`config.mk`:
```
export PLATFORM = sky130hd
export DESIGN_NAME = tlc_multi_phase_flat
export DESIGN_NICKNAME = d
export VERILOG_FILES = /design/src/rtl/tlc_multi_phase_pkg.sv /design/src/rtl/tlc_multi_phase_if.sv /design/src/rtl/tlc_multi_phase_timer.sv /design/src/rtl/tlc_multi_phase.sv /design/src/flat_wrapper.sv
export SDC_FILE = /design/constraint.sdc
export NUM_CORES = 1
export LEC_CHECK = 0
export BUFFER_PORTS_ARGS = -buffer_cell sky130_fd_sc_hd__buf_2
export CELL_PAD_IN_SITES_DETAIL_PLACEMENT = 1
export CELL_PAD_IN_SITES_GLOBAL_PLACEMENT = 1
export CORE_MARGIN = 4
export CORE_UTILIZATION = 46
export DETAILED_ROUTE_END_ITERATION = 10
export GPL_TIMING_DRIVEN = 0
export PLACE_DENSITY = 0.78
export RECOVER_POWER = 50
export SYNTH_ARGS = -nofsm -noshare
export SYNTH_HDL_FRONTEND = slang
export SYNTH_SLANG_ARGS = --single-unit
```
`constraint.sdc`:
```
create_clock -name clk -period 3.4 [get_ports clk]
set_input_delay 0.85 -clock clk [delete_from_list [all_inputs] [get_ports clk]]
set_output_delay 0.85 -clock clk [all_outputs]
set_load 0.02 [all_outputs]
```
`src/rtl/tlc_multi_phase_pkg.sv`:
```
// tlc_pkg: shared types and constants for the multi-phase traffic-light
// controller.
//   tlc_state_t  - controller state encoding
//   *_T_DEF      - default phase durations in clk cycles
//   dir_onehot() - one-hot lamp vector for an approach index (up to MAX_DIR)
package tlc_pkg;

  typedef enum logic [2:0] {
    ST_ALL_RED,
    ST_GREEN,
    ST_YELLOW,
    ST_WALK,
    ST_FLASH
  } tlc_state_t;

  localparam int MAX_DIR      = 8;
  localparam int CNT_W_DEF    = 5;
  localparam int GREEN_T_DEF  = 20;
  localparam int YELLOW_T_DEF = 4;
  localparam int ALLRED_T_DEF = 2;
  localparam int WALK_T_DEF   = 10;

  // Callers truncate the result to their own NUM_DIR width.
  function automatic logic [MAX_DIR-1:0] dir_onehot(input logic [2:0] idx);
    logic [MAX_DIR-1:0] v;
    v      = '0;
    v[idx] = 1'b1;
    return v;
  endfunction

endpackage

```
`src/rtl/tlc_multi_phase_if.sv`:
```
// tlc_multi_phase_if: request inputs and lamp outputs of the controller.
//   ped_req, flash                  - requests into the controller
//   green, yellow, red (NUM_DIR)    - lamp drive per approach
//   walk, ped_pending, cur_dir      - pedestrian lamp, latched request, approach index
// Modports: master = environment driving the requests, slave = controller.
interface tlc_multi_phase_if #(
  parameter int NUM_DIR = 2
);
  localparam int CUR_W = $clog2(NUM_DIR);

  logic               ped_req;
  logic               flash;
  logic [NUM_DIR-1:0] green;
  logic [NUM_DIR-1:0] yellow;
  logic [NUM_DIR-1:0] red;
  logic               walk;
  logic               ped_pending;
  logic [CUR_W-1:0]   cur_dir;

  modport master (
    output ped_req, flash,
    input  green, yellow, red, walk, ped_pending, cur_dir
  );

  modport slave (
    input  ped_req, flash,
    output green, yellow, red, walk, ped_pending, cur_dir
  );
endinterface

```
`src/rtl/tlc_multi_phase_timer.sv`:
```
// tlc_phase_timer: phase down-counter. A load sets the count to load_val;
// otherwise it decrements and holds at zero. done is high while the count is 0.
//   clk, rst (async, active-high) - clock and reset; reset loads RST_VAL
//   load, load_val                - synchronous reload
//   done                          - terminal count reached
module tlc_phase_timer #(
  parameter int               CNT_W   = 5,
  parameter logic [CNT_W-1:0] RST_VAL = '0
) (
  input  logic             clk,
  input  logic             rst,
  input  logic             load,
  input  logic [CNT_W-1:0] load_val,
  output logic             done
);

  logic [CNT_W-1:0] cnt_q;

  always_ff @(posedge clk or posedge rst) begin
    if (rst) begin
      cnt_q <= RST_VAL;
    end else if (load) begin
      cnt_q <= load_val;
    end else if (cnt_q != '0) begin
      cnt_q <= cnt_q - CNT_W'(1);
    end
  end

  assign done = (cnt_q == '0);

endmodule

```
`src/rtl/tlc_multi_phase.sv`:
```
// tlc_multi_phase: round-robin traffic-light controller for NUM_DIR approaches
// with all-red clearance, optional pedestrian walk phase and night-flash mode.
// Ports:
//   clk, rst (async, active-high)
//   bus (tlc_multi_phase_if.slave): ped_req, flash in; green, yellow, red,
//     walk, ped_pending, cur_dir out (all registered)
// Build option: define TLC_PED_EN to implement the pedestrian walk phase;
// without it ped_req is ignored and walk / ped_pending read 0.
//
// state      | meaning
// -----------+-----------------------------------------------
// ST_ALL_RED | clearance, every approach red
// ST_GREEN   | approach cur_dir green
// ST_YELLOW  | approach cur_dir yellow
// ST_WALK    | pedestrian walk, every approach red
// ST_FLASH   | night mode, all yellow blinking
module tlc_multi_phase
  import tlc_pkg::*;
#(
  parameter int NUM_DIR  = 2,
  parameter int CNT_W    = CNT_W_DEF,
  parameter int GREEN_T  = GREEN_T_DEF,
  parameter int YELLOW_T = YELLOW_T_DEF,
  parameter int ALLRED_T = ALLRED_T_DEF,
  parameter int WALK_T   = WALK_T_DEF
) (
  input logic              clk,
  input logic              rst,
  tlc_multi_phase_if.slave bus
);

  localparam int CUR_W = $clog2(NUM_DIR);
  localparam int T_MAX = 1 << CNT_W;

  if (NUM_DIR < 2 || NUM_DIR > MAX_DIR) begin : g_bad_num_dir
    $error("tlc_multi_phase: NUM_DIR must be in 2..8");
  end
  if (GREEN_T < 1 || GREEN_T > T_MAX || YELLOW_T < 1 || YELLOW_T > T_MAX ||
      ALLRED_T < 1 || ALLRED_T > T_MAX || WALK_T < 1 || WALK_T > T_MAX) begin : g_bad_dur
    $error("tlc_multi_phase: every duration must be in 1..2**CNT_W");
  end

  // Timer reload values: a phase of T cycles counts T-1 down to 0.
  localparam logic [CNT_W-1:0] GREEN_LD  = CNT_W'(GREEN_T - 1);
  localparam logic [CNT_W-1:0] YELLOW_LD = CNT_W'(YELLOW_T - 1);
  localparam logic [CNT_W-1:0] ALLRED_LD = CNT_W'(ALLRED_T - 1);
  localparam logic [CUR_W-1:0] LAST_DIR  = CUR_W'(NUM_DIR - 1);

  tlc_state_t         state_q, state_d;
  logic [CUR_W-1:0]   dir_q, dir_d;
  logic               flash_on_q, flash_on_d;
  logic [NUM_DIR-1:0] green_q, green_d;
  logic [NUM_DIR-1:0] yellow_q, yellow_d;
  logic [NUM_DIR-1:0] red_q, red_d;
  logic [NUM_DIR-1:0] dir_oh_d;
  logic               tmr_done;
  logic               tmr_load;
  logic [CNT_W-1:0]   tmr_val;
`ifdef TLC_PED_EN
  localparam logic [CNT_W-1:0] WALK_LD = CNT_W'(WALK_T - 1);
  logic               ped_q, ped_d;
  logic               walk_q, walk_d;
`endif

  tlc_phase_timer #(
    .CNT_W  (CNT_W),
    .RST_VAL(ALLRED_LD)
  ) u_timer (
    .clk     (clk),
    .rst     (rst),
    .load    (tmr_load),
    .load_val(tmr_val),
    .done    (tmr_done)
  );

  // Every state either leaves or (in FLASH) toggles at terminal count, so the
  // timer reloads exactly when it is done.
  always_comb begin
    state_d    = state_q;
    dir_d      = dir_q;
    flash_on_d = flash_on_q;
    tmr_load   = tmr_done;
    tmr_val    = ALLRED_LD;
    if (tmr_done) begin
      case (state_q)
        ST_ALL_RED: begin
          if (bus.flash) begin
            state_d    = ST_FLASH;
            flash_on_d = 1'b1;
            tmr_val    = YELLOW_LD;
          end
`ifdef TLC_PED_EN
          else if (ped_q) begin
            state_d = ST_WALK;
            tmr_val = WALK_LD;
          end
`endif
          else begin
            state_d = ST_GREEN;
            dir_d   = (dir_q == LAST_DIR) ? '0 : dir_q + CUR_W'(1);
            tmr_val = GREEN_LD;
          end
        end
        ST_GREEN: begin
          state_d = ST_YELLOW;
          tmr_val = YELLOW_LD;
        end
        ST_FLASH: begin
          if (bus.flash) begin
            flash_on_d = ~flash_on_q;
            tmr_val    = YELLOW_LD;
          end else begin
            state_d    = ST_ALL_RED;
            flash_on_d = 1'b0;
          end
        end
        default: state_d = ST_ALL_RED;  // YELLOW and WALK both clear to all-red
      endcase
    end
  end

`ifdef TLC_PED_EN
  // Entering WALK wins over a same-edge press; presses during WALK are dropped.
  always_comb begin
    ped_d = ped_q;
    if (state_q == ST_WALK) begin
      ped_d = ped_q;
    end else if (state_d == ST_WALK) begin
      ped_d = 1'b0;
    end else if (bus.ped_req) begin
      ped_d = 1'b1;
    end
  end
`endif

  assign dir_oh_d = NUM_DIR'(dir_onehot(3'(dir_d)));

  // Lamps are decoded from the next state so they change on the transition edge.
  always_comb begin
    green_d  = '0;
    yellow_d = '0;
    red_d    = '1;
`ifdef TLC_PED_EN
    walk_d   = (state_d == ST_WALK);
`endif
    case (state_d)
      ST_GREEN: begin
        green_d = dir_oh_d;
        red_d   = ~dir_oh_d;
      end
      ST_YELLOW: begin
        yellow_d = dir_oh_d;
        red_d    = ~dir_oh_d;
      end
      ST_FLASH: begin
        red_d    = '0;
        yellow_d = {NUM_DIR{flash_on_d}};
      end
      default: ;
    endcase
  end

  always_ff @(posedge clk or posedge rst) begin
    if (rst) begin
      state_q    <= ST_ALL_RED;
      dir_q      <= LAST_DIR;
      flash_on_q <= 1'b0;
      green_q    <= '0;
      yellow_q   <= '0;
      red_q      <= '1;
`ifdef TLC_PED_EN
      ped_q      <= 1'b0;
      walk_q     <= 1'b0;
`endif
    end else begin
      state_q    <= state_d;
      dir_q      <= dir_d;
      flash_on_q <= flash_on_d;
      green_q    <= green_d;
      yellow_q   <= yellow_d;
      red_q      <= red_d;
`ifdef TLC_PED_EN
      ped_q      <= ped_d;
      walk_q     <= walk_d;
`endif
    end
  end

  assign bus.green   = green_q;
  assign bus.yellow  = yellow_q;
  assign bus.red     = red_q;
  assign bus.cur_dir = dir_q;
`ifdef TLC_PED_EN
  assign bus.walk        = walk_q;
  assign bus.ped_pending = ped_q;
`else
  assign bus.walk        = 1'b0;
  assign bus.ped_pending = 1'b0;
`endif

endmodule

```
`src/flat_wrapper.sv`:
```
// flat-port wrapper written by rule: the top's interface ports become plain ports
module tlc_multi_phase_flat import tlc_pkg::*;
#(
  parameter int NUM_DIR  = 2,
  parameter int CNT_W    = CNT_W_DEF,
  parameter int GREEN_T  = GREEN_T_DEF,
  parameter int YELLOW_T = YELLOW_T_DEF,
  parameter int ALLRED_T = ALLRED_T_DEF,
  parameter int WALK_T   = WALK_T_DEF
)
  (clk, rst, bus_ped_req, bus_flash, bus_green, bus_yellow, bus_red, bus_walk, bus_ped_pending, bus_cur_dir);
  tlc_multi_phase_if #(.NUM_DIR(NUM_DIR)) bus_i ();
  input logic clk;
  input logic rst;
  input wire logic [$bits(bus_i.ped_req)-1:0] bus_ped_req;
  input wire logic [$bits(bus_i.flash)-1:0] bus_flash;
  output wire logic [$bits(bus_i.green)-1:0] bus_green;
  output wire logic [$bits(bus_i.yellow)-1:0] bus_yellow;
  output wire logic [$bits(bus_i.red)-1:0] bus_red;
  output wire logic [$bits(bus_i.walk)-1:0] bus_walk;
  output wire logic [$bits(bus_i.ped_pending)-1:0] bus_ped_pending;
  output wire logic [$bits(bus_i.cur_dir)-1:0] bus_cur_dir;
  assign bus_i.ped_req = bus_ped_req;
  assign bus_i.flash = bus_flash;
  assign bus_green = bus_i.green;
  assign bus_yellow = bus_i.yellow;
  assign bus_red = bus_i.red;
  assign bus_walk = bus_i.walk;
  assign bus_ped_pending = bus_i.ped_pending;
  assign bus_cur_dir = bus_i.cur_dir;
  tlc_multi_phase #(.NUM_DIR(NUM_DIR), .CNT_W(CNT_W), .GREEN_T(GREEN_T), .YELLOW_T(YELLOW_T), .ALLRED_T(ALLRED_T), .WALK_T(WALK_T)) u_core (.clk(clk), .rst(rst), .bus(bus_i));
endmodule
```
### Word-level counts from Yosys, hierarchy flattened

Cells that the tools add are included.

| storage, ports and cells | value |
|---|---|
| bits in registers | 16 |
| input port bits | 4 |
| output and inout port bits | 9 |
| logic and storage cells | 46 |

| cells by class | value |
|---|---|
| $add $sub $neg | 2 |
| order comparisons | 2 |
| equal/unequal tests | 5 |
| muxes and demuxes | 22 |
| bitwise gates (word level) | 2 |
| reductions and logical operators | 6 |

Operators by type and width:

| cell | count |
|---|---|
| $mux W5 | 3 |
| $pmux W5 S3 | 1 |
| $mux W3 | 3 |
| $pmux W3 S3 | 1 |
| $mux W1 | 8 |
| $pmux W2 S2 | 2 |
| $eq A3 B1 Y1 const B | 2 |
| $eq A3 B3 Y1 const B | 2 |
| $logic_not A5 Y1 | 1 |
| $reduce_bool A5 Y1 | 1 |
| $sub A5 B1 Y5 const B | 1 |
| $lt A1 B4 Y1 const B | 1 |
| $mux W2 | 2 |
| $eq A3 B2 Y1 const B | 1 |
| $logic_not A3 Y1 | 1 |
| $not A2 Y2 | 1 |
| $pmux W1 S2 | 1 |
| $reduce_bool A2 Y1 | 1 |
| $reduce_or A2 Y1 | 1 |
| $add A1 B1 Y1 const B | 1 |
| $demux W1 S1 | 1 |
| $ge A1 B1 Y1 const B | 1 |
| $logic_and A1 B1 Y1 | 1 |
| $not A1 Y1 | 1 |

### Longest topological paths before layout

| depth | value |
|---|---|
| depth after elaboration | 11 |
| gate-level depth with buffers | 6 |
| gate-level depth less buffers | 5 |

### Hierarchy

A second synthesis with hierarchy kept.

| second synthesis, totals | value |
|---|---|
| cells, all modules | 92 |
| area, all modules | 917.1 um2 |

Modules (own cells, without submodules):

| module | instances | cells an instance | area each (um2) | seq. area each (um2) |
|---|---|---|---|---|
| tlc_multi_phase | 1 | 64 | 633.1 | 279.0 |
| tlc_phase_timer | 1 | 28 | 284.0 | 126.4 |

### Worst setup path after synthesis

No wires, ideal clock.

| path | value |
|---|---|
| path type | reg2reg |
| start | register u_core.u_timer.cnt_q[0] |
| end | register u_core.state_q[0] |
| setup time | 0.090 ns |
| arrival | 1.598 ns |
| required time | 3.310 ns |
| setup slack | 1.711 ns |
| cell stages (with the launch flop) | 6 |
| path buffers | 0 |
| period minus slack after synthesis | 1.689 ns |
| cells stage by stage | dfstp_2 > inv_1 > ha_1 > or4b_4 > or3_4 > o31ai_4 |

| on the way | value |
|---|---|
| cells in the longest elaborated chain, start to end | 2 |

RTL lines:

| item | RTL line | source |
|---|---|---|
| start, declared | tlc_multi_phase_timer.sv:17 | `logic [CNT_W-1:0] cnt_q;` |
| start signal, assigned | tlc_multi_phase_timer.sv:23 | `cnt_q <= load_val;` |
| start signal, assigned | tlc_multi_phase_timer.sv:25 | `cnt_q <= cnt_q - CNT_W'(1);` |
| $logic_not A5 Y1 | tlc_multi_phase_timer.sv:29 | `assign done = (cnt_q == '0);` |
| $mux W3 | tlc_multi_phase.sv:84 | `if (tmr_done) begin` |
| net u_core.state_d[0] | tlc_multi_phase.sv:49 | `tlc_state_t state_q, state_d;` |
| end signal, assigned | tlc_multi_phase.sv:176 | `state_q <= state_d;` |
| end, declared | tlc_multi_phase.sv:49 |  |

The timed path passes the listed nets, and every way through them passes these cells.
A chain may end at the register's enable or synchronous reset.

### Worst setup path after layout

| path | value |
|---|---|
| start | register u_core.dir_q (netlist: u_core.bus.cur_dir) |
| end | output port bus_cur_dir |

RTL lines:

| item | RTL line | source |
|---|---|---|
| start, declared | tlc_multi_phase.sv:50 | `logic [CUR_W-1:0] dir_q, dir_d;` |
| start signal, assigned | tlc_multi_phase.sv:177 | `dir_q <= dir_d;` |
| end, declared | flat_wrapper.sv:22 | `output wire logic [$bits(bus_i.cur_dir)-1:0] bus_cur_dir;` |

No word-level cell between the ends.

==> impl_results.rst <==
.. list-table::
   :header-rows: 1

   * - Metric
     - Value
   * - Outcome
     - completed
   * - Portion of total power attributed to combinational logic
     - 42.9%
   * - Accumulated negative setup slack
     - 0 ns
   * - Port Buffer Count
     - 9
   * - Final period demand of the worst path
     - a little under 2 ns
   * - Global-route wire length before repair
     - about 3500 um
   * - Gate family responsible for the most delay along the worst path
     - flip-flops
   * - Fmax
     - between 0.5 and 0.6 GHz
   * - Source of the critical timing path
     - u_core.bus.cur_dir
   * - Clock tree from TritonCTS
     - done
   * - Share of synthesized registers carrying an async set or reset
     - 100%
   * - Switching share of total power
     - 42.1%
   * - Post-synthesis cell type count
     - 36
   * - Worst slew margin relative to its limit
     - between 50% and 60%
   * - Worst-case setup margin in the final layout
     - 1.45 ns
   * - Final design instance area without fill
     - 1030 sq um
   * - Critical path fanouts, max
     - 9
   * - Clock-pin slew reported for the worst setup and hold paths after clock tree synthesis
     - 0.09 ns
   * - Multi-input gate area in the final layout
     - roughly 470 sq um
   * - Flip-flop cell with the highest count after synthesis
     - sky130_fd_sc_hd__dfrtp_1
   * - Post-Synthesis Cells
     - 86
   * - Post-cts sizing count
     - 0
   * - Total via count after detailed routing
     - about 700
   * - Clock latency on the worst-skew pair
     - 0.29 ns
   * - Crit-path max cell delay
     - 0.63 ns
   * - Clock root cell
     - sky130_fd_sc_hd__clkbuf_4
   * - Maximum buffer depth of the clock tree
     - 2
   * - Combined buffer and inverter count along the critical path
     - 1
   * - Final setup skew
     - 0.00914 ns
   * - Finished Core Util
     - about 57%
   * - Routed vias/inst
     - 5.58
   * - Met1 demand-to-capacity share in global routing
     - about 22%
   * - Worst Max-Slew Pin Slew
     - approximately 0.61 ns
   * - Number of warning messages in the yosys log
     - 0
   * - Pins over their slew limit
     - 0
   * - VDD IR max
     - 0.383 mV
   * - Start point of the worst min-delay path
     - u_core.u_timer.cnt_q[0]
   * - Most Crowded Layer GR
     - met2
   * - Core Area
     - between 1500 and 2000 sq um
   * - Die Height
     - 52.7 um
   * - Total wire length
     - roughly 2000 um
   * - Unrepaired setup endpoints after global routing
     - false
   * - Count of state elements after synthesis
     - 16
   * - Setup Crit Path Kind
     - flop to primary output
   * - Max_cap viols
     - 0
   * - Commonest cells after routing, fill and taps aside
     - sky130_fd_sc_hd__dfrtp_1, sky130_fd_sc_hd__nand2_1, sky130_fd_sc_hd__buf_2
   * - Worst-case setup slack after placement
     - roughly 1.6 ns
   * - GP Congestion
     - 0.728
   * - Antenna viol nets, final
     - 0
   * - Startpoint of the worst-slack reg-to-reg timing path
     - u_core.u_timer.cnt_q[1]
   * - Initial antenna violation count
     - 0
   * - Fraction of power consumed by sequential logic
     - 41.7%
   * - Residual DRC count
     - 0
   * - Reported leakage power
     - approximately 0.48 nW
   * - Total iterations of the first detailed-routing run
     - 4
   * - Via count of the first global-routing pass
     - between 700 and 800
   * - Syn_area_per_cell
     - ~11 sq um
   * - Crit path cell chain
     - buf_2
   * - Global router's overall resource usage
     - 17.5%
   * - Final cycle utilization of the critical path
     - a little under three fifths
   * - H-tree depth
     - 1
   * - Critical-path top delay cell
     - sky130_fd_sc_hd__dfstp_2
   * - Final-report hold violation count
     - 0
   * - Met2 Track Usage GR
     - a little under 30%
   * - Class of the tightest hold or removal check
     - flop to flop
   * - # IOs
     - 13
   * - Starting Density
     - around 50%
   * - Number of flops mapped to enable cells by yosys
     - 0
   * - Switching component of the power
     - between 300 and 400 uW
   * - Antenna diode count
     - 0
   * - Filler Cells Inserted
     - about 210
   * - CP startpoint kind
     - flop
   * - Average wire per cell in the routed design
     - 15.7 um
   * - Number of placement rows
     - 15
   * - Total global routing overflow
     - 0
   * - Cell internal pwr
     - ~480 uW
   * - Count of hold-fix buffers inserted at cts
     - 0
   * - Largest net degree at the start of global routing
     - 17
   * - Data arrival time of the critical path
     - around 1.1 ns
   * - Relative contribution of the clock network to total power
     - roughly 15%
   * - Total setup buffers inserted after CTS
     - 0
   * - Commonest non-fill, non-tap cell in the layout
     - sky130_fd_sc_hd__dfrtp_1
   * - Power density normalized to cell area
     - 811 nW/um^2
   * - Number of buffers added by the clock tree synthesis step
     - 3
   * - Fraction of final layout cells with drive strength greater than 1
     - between 30% and 40%
   * - Initial drt markers
     - 10
   * - Die ar.
     - approximately 2800 sq um
   * - Setup-failing EPs final
     - 0
   * - Final net count
     - roughly 110
   * - Flip-flop and latch area
     - around 410 sq um
   * - Clock Sinks
     - 16
   * - Kind of capture point of the worst setup path
     - primary output
   * - Netlist Area Pre-Place
     - 920 sq um
   * - Register area share after synthesis
     - about 44%
   * - Endpoint required time on the critical path
     - roughly 2.6 ns
   * - Half-perimeter wire length after detailed placement
     - 1430 um
   * - Placed standard-cell area
     - 1000 sq um
   * - Met3 Use GR
     - between 2 and 3%
   * - Post-synthesis to final-layout area growth
     - 12.2%
   * - Chip width
     - between 50 and 60 um
-- per-stage QoR --
step           hold slack, ns  cells  power, mW
6_report                0.462    125      0.837
5_1_grt                 0.501    125      0.903
4_1_cts                 0.466    125      0.847
2_1_floorplan           0.429     87      0.612
3_5_place_dp            0.443    121      0.713
3_3_place_gp            0.440    121      0.688
-- worst reg2reg max path, stage by stage (launching register included) --
cell and delay [ns]:
sky130_fd_sc_hd__dfrtp_1 0.39, sky130_fd_sc_hd__inv_1 0.08, sky130_fd_sc_hd__ha_1 0.20, sky130_fd_sc_hd__or4b_1 0.56, sky130_fd_sc_hd__buf_4 0.23, sky130_fd_sc_hd__and3_4 0.18
sky130_fd_sc_hd__a211oi_2 0.19
-- per-layer routing --
layer | routed length [um] | up-vias
met4 | 51 | 0
met2 | 892 | 21
li1 | - | 325
met3 | 69 | 7
met5 | 0 | -
met1 | 951 | 345
-- registers in the layout, summed over array words and instances (netlist names) --
signal,cells
u_core.state_q,3
u_core.bus.red,2
u_core.bus.yellow,2
u_core.u_timer.cnt_q,5
u_core.bus.cur_dir,1
u_core.bus.green,2
u_core.flash_on_q,1
-- cell families (layout without fill, tap and decap cells) --
kind of cell | after synthesis | after routing | synth area share (%)
AO/OA/AOI/OAI | 16 | 16 | 15.4
other | 1 | 2 | 0.408
buffers and inverters | 10 | 23 | 5.31
flip-flops | 16 | 16 | 44.1
adder cells (fa/ha/maj) | 2 | 2 | 2.72
XOR/XNOR | 3 | 3 | 2.86
multiplexers | 3 | 3 | 3.81
AND/OR/NAND/NOR | 35 | 35 | 25.4
-- cell type report --
| cell class | count | share of cell area [%] |
|---|---|---|
| multi-input combinational | 61 | 45.1 |
| sequential | 16 | 39.3 |
| timing repair buffer | 9 | 4.36 |
| clock buffer | 4 | 3.52 |
| buffer | 6 | 3.27 |
| tap | 25 | 3.03 |
| inverter | 4 | 1.45 |
-- power groups by stage --
stage | logic, mW | clock network, mW | registers, mW
after floorplan | 0.235 | 0 | 0.377
after global placement | 0.344 | 0 | 0.345
after detailed placement | 0.358 | 0 | 0.355
after CTS | 0.360 | 0.134 | 0.352
after global routing | 0.398 | 0.143 | 0.362
final | 0.359 | 0.129 | 0.349
-- cell usage after synthesis, types with 2 or more instances --
cell	instances	area [sq um]
sky130_fd_sc_hd__dfrtp_1	12	300
sky130_fd_sc_hd__nand2_1	9	33.8
sky130_fd_sc_hd__nor2_1	6	22.5
sky130_fd_sc_hd__dfstp_2	4	105
sky130_fd_sc_hd__inv_1	4	15.0
sky130_fd_sc_hd__buf_4	3	22.5
sky130_fd_sc_hd__clkbuf_1	3	11.3
sky130_fd_sc_hd__nand2b_1	3	18.8
sky130_fd_sc_hd__nor3b_1	3	22.5
sky130_fd_sc_hd__xnor2_1	3	26.3
sky130_fd_sc_hd__a211oi_2	2	25.0
sky130_fd_sc_hd__a21o_1	2	15.0
sky130_fd_sc_hd__and3_1	2	12.5
sky130_fd_sc_hd__ha_1	2	25.0
sky130_fd_sc_hd__mux2i_1	2	20.0
sky130_fd_sc_hd__nor2b_1	2	12.5
sky130_fd_sc_hd__o21ai_1	2	10.0
sky130_fd_sc_hd__o22ai_1	2	12.5
sky130_fd_sc_hd__o32ai_1	2	17.5
sky130_fd_sc_hd__or2_2	2	12.5
-- path summary, 6_finish.rpt --
kind	slack [ns]	endpoint	cells after the start
worst max register to register	1.51	u_core.bus.red[0]	6
worst min register to register	0.46	u_core.u_timer.cnt_q[0]	1
worst min-delay path	0.46	u_core.u_timer.cnt_q[0]	1
max in group asynchronous	2.39	u_core.u_timer.cnt_q[1]	2
worst max-delay path	1.45	bus_cur_dir	1
min in group asynchronous	0.61	u_core.bus.yellow[1]	2
(Power assumes the default switching activity.)
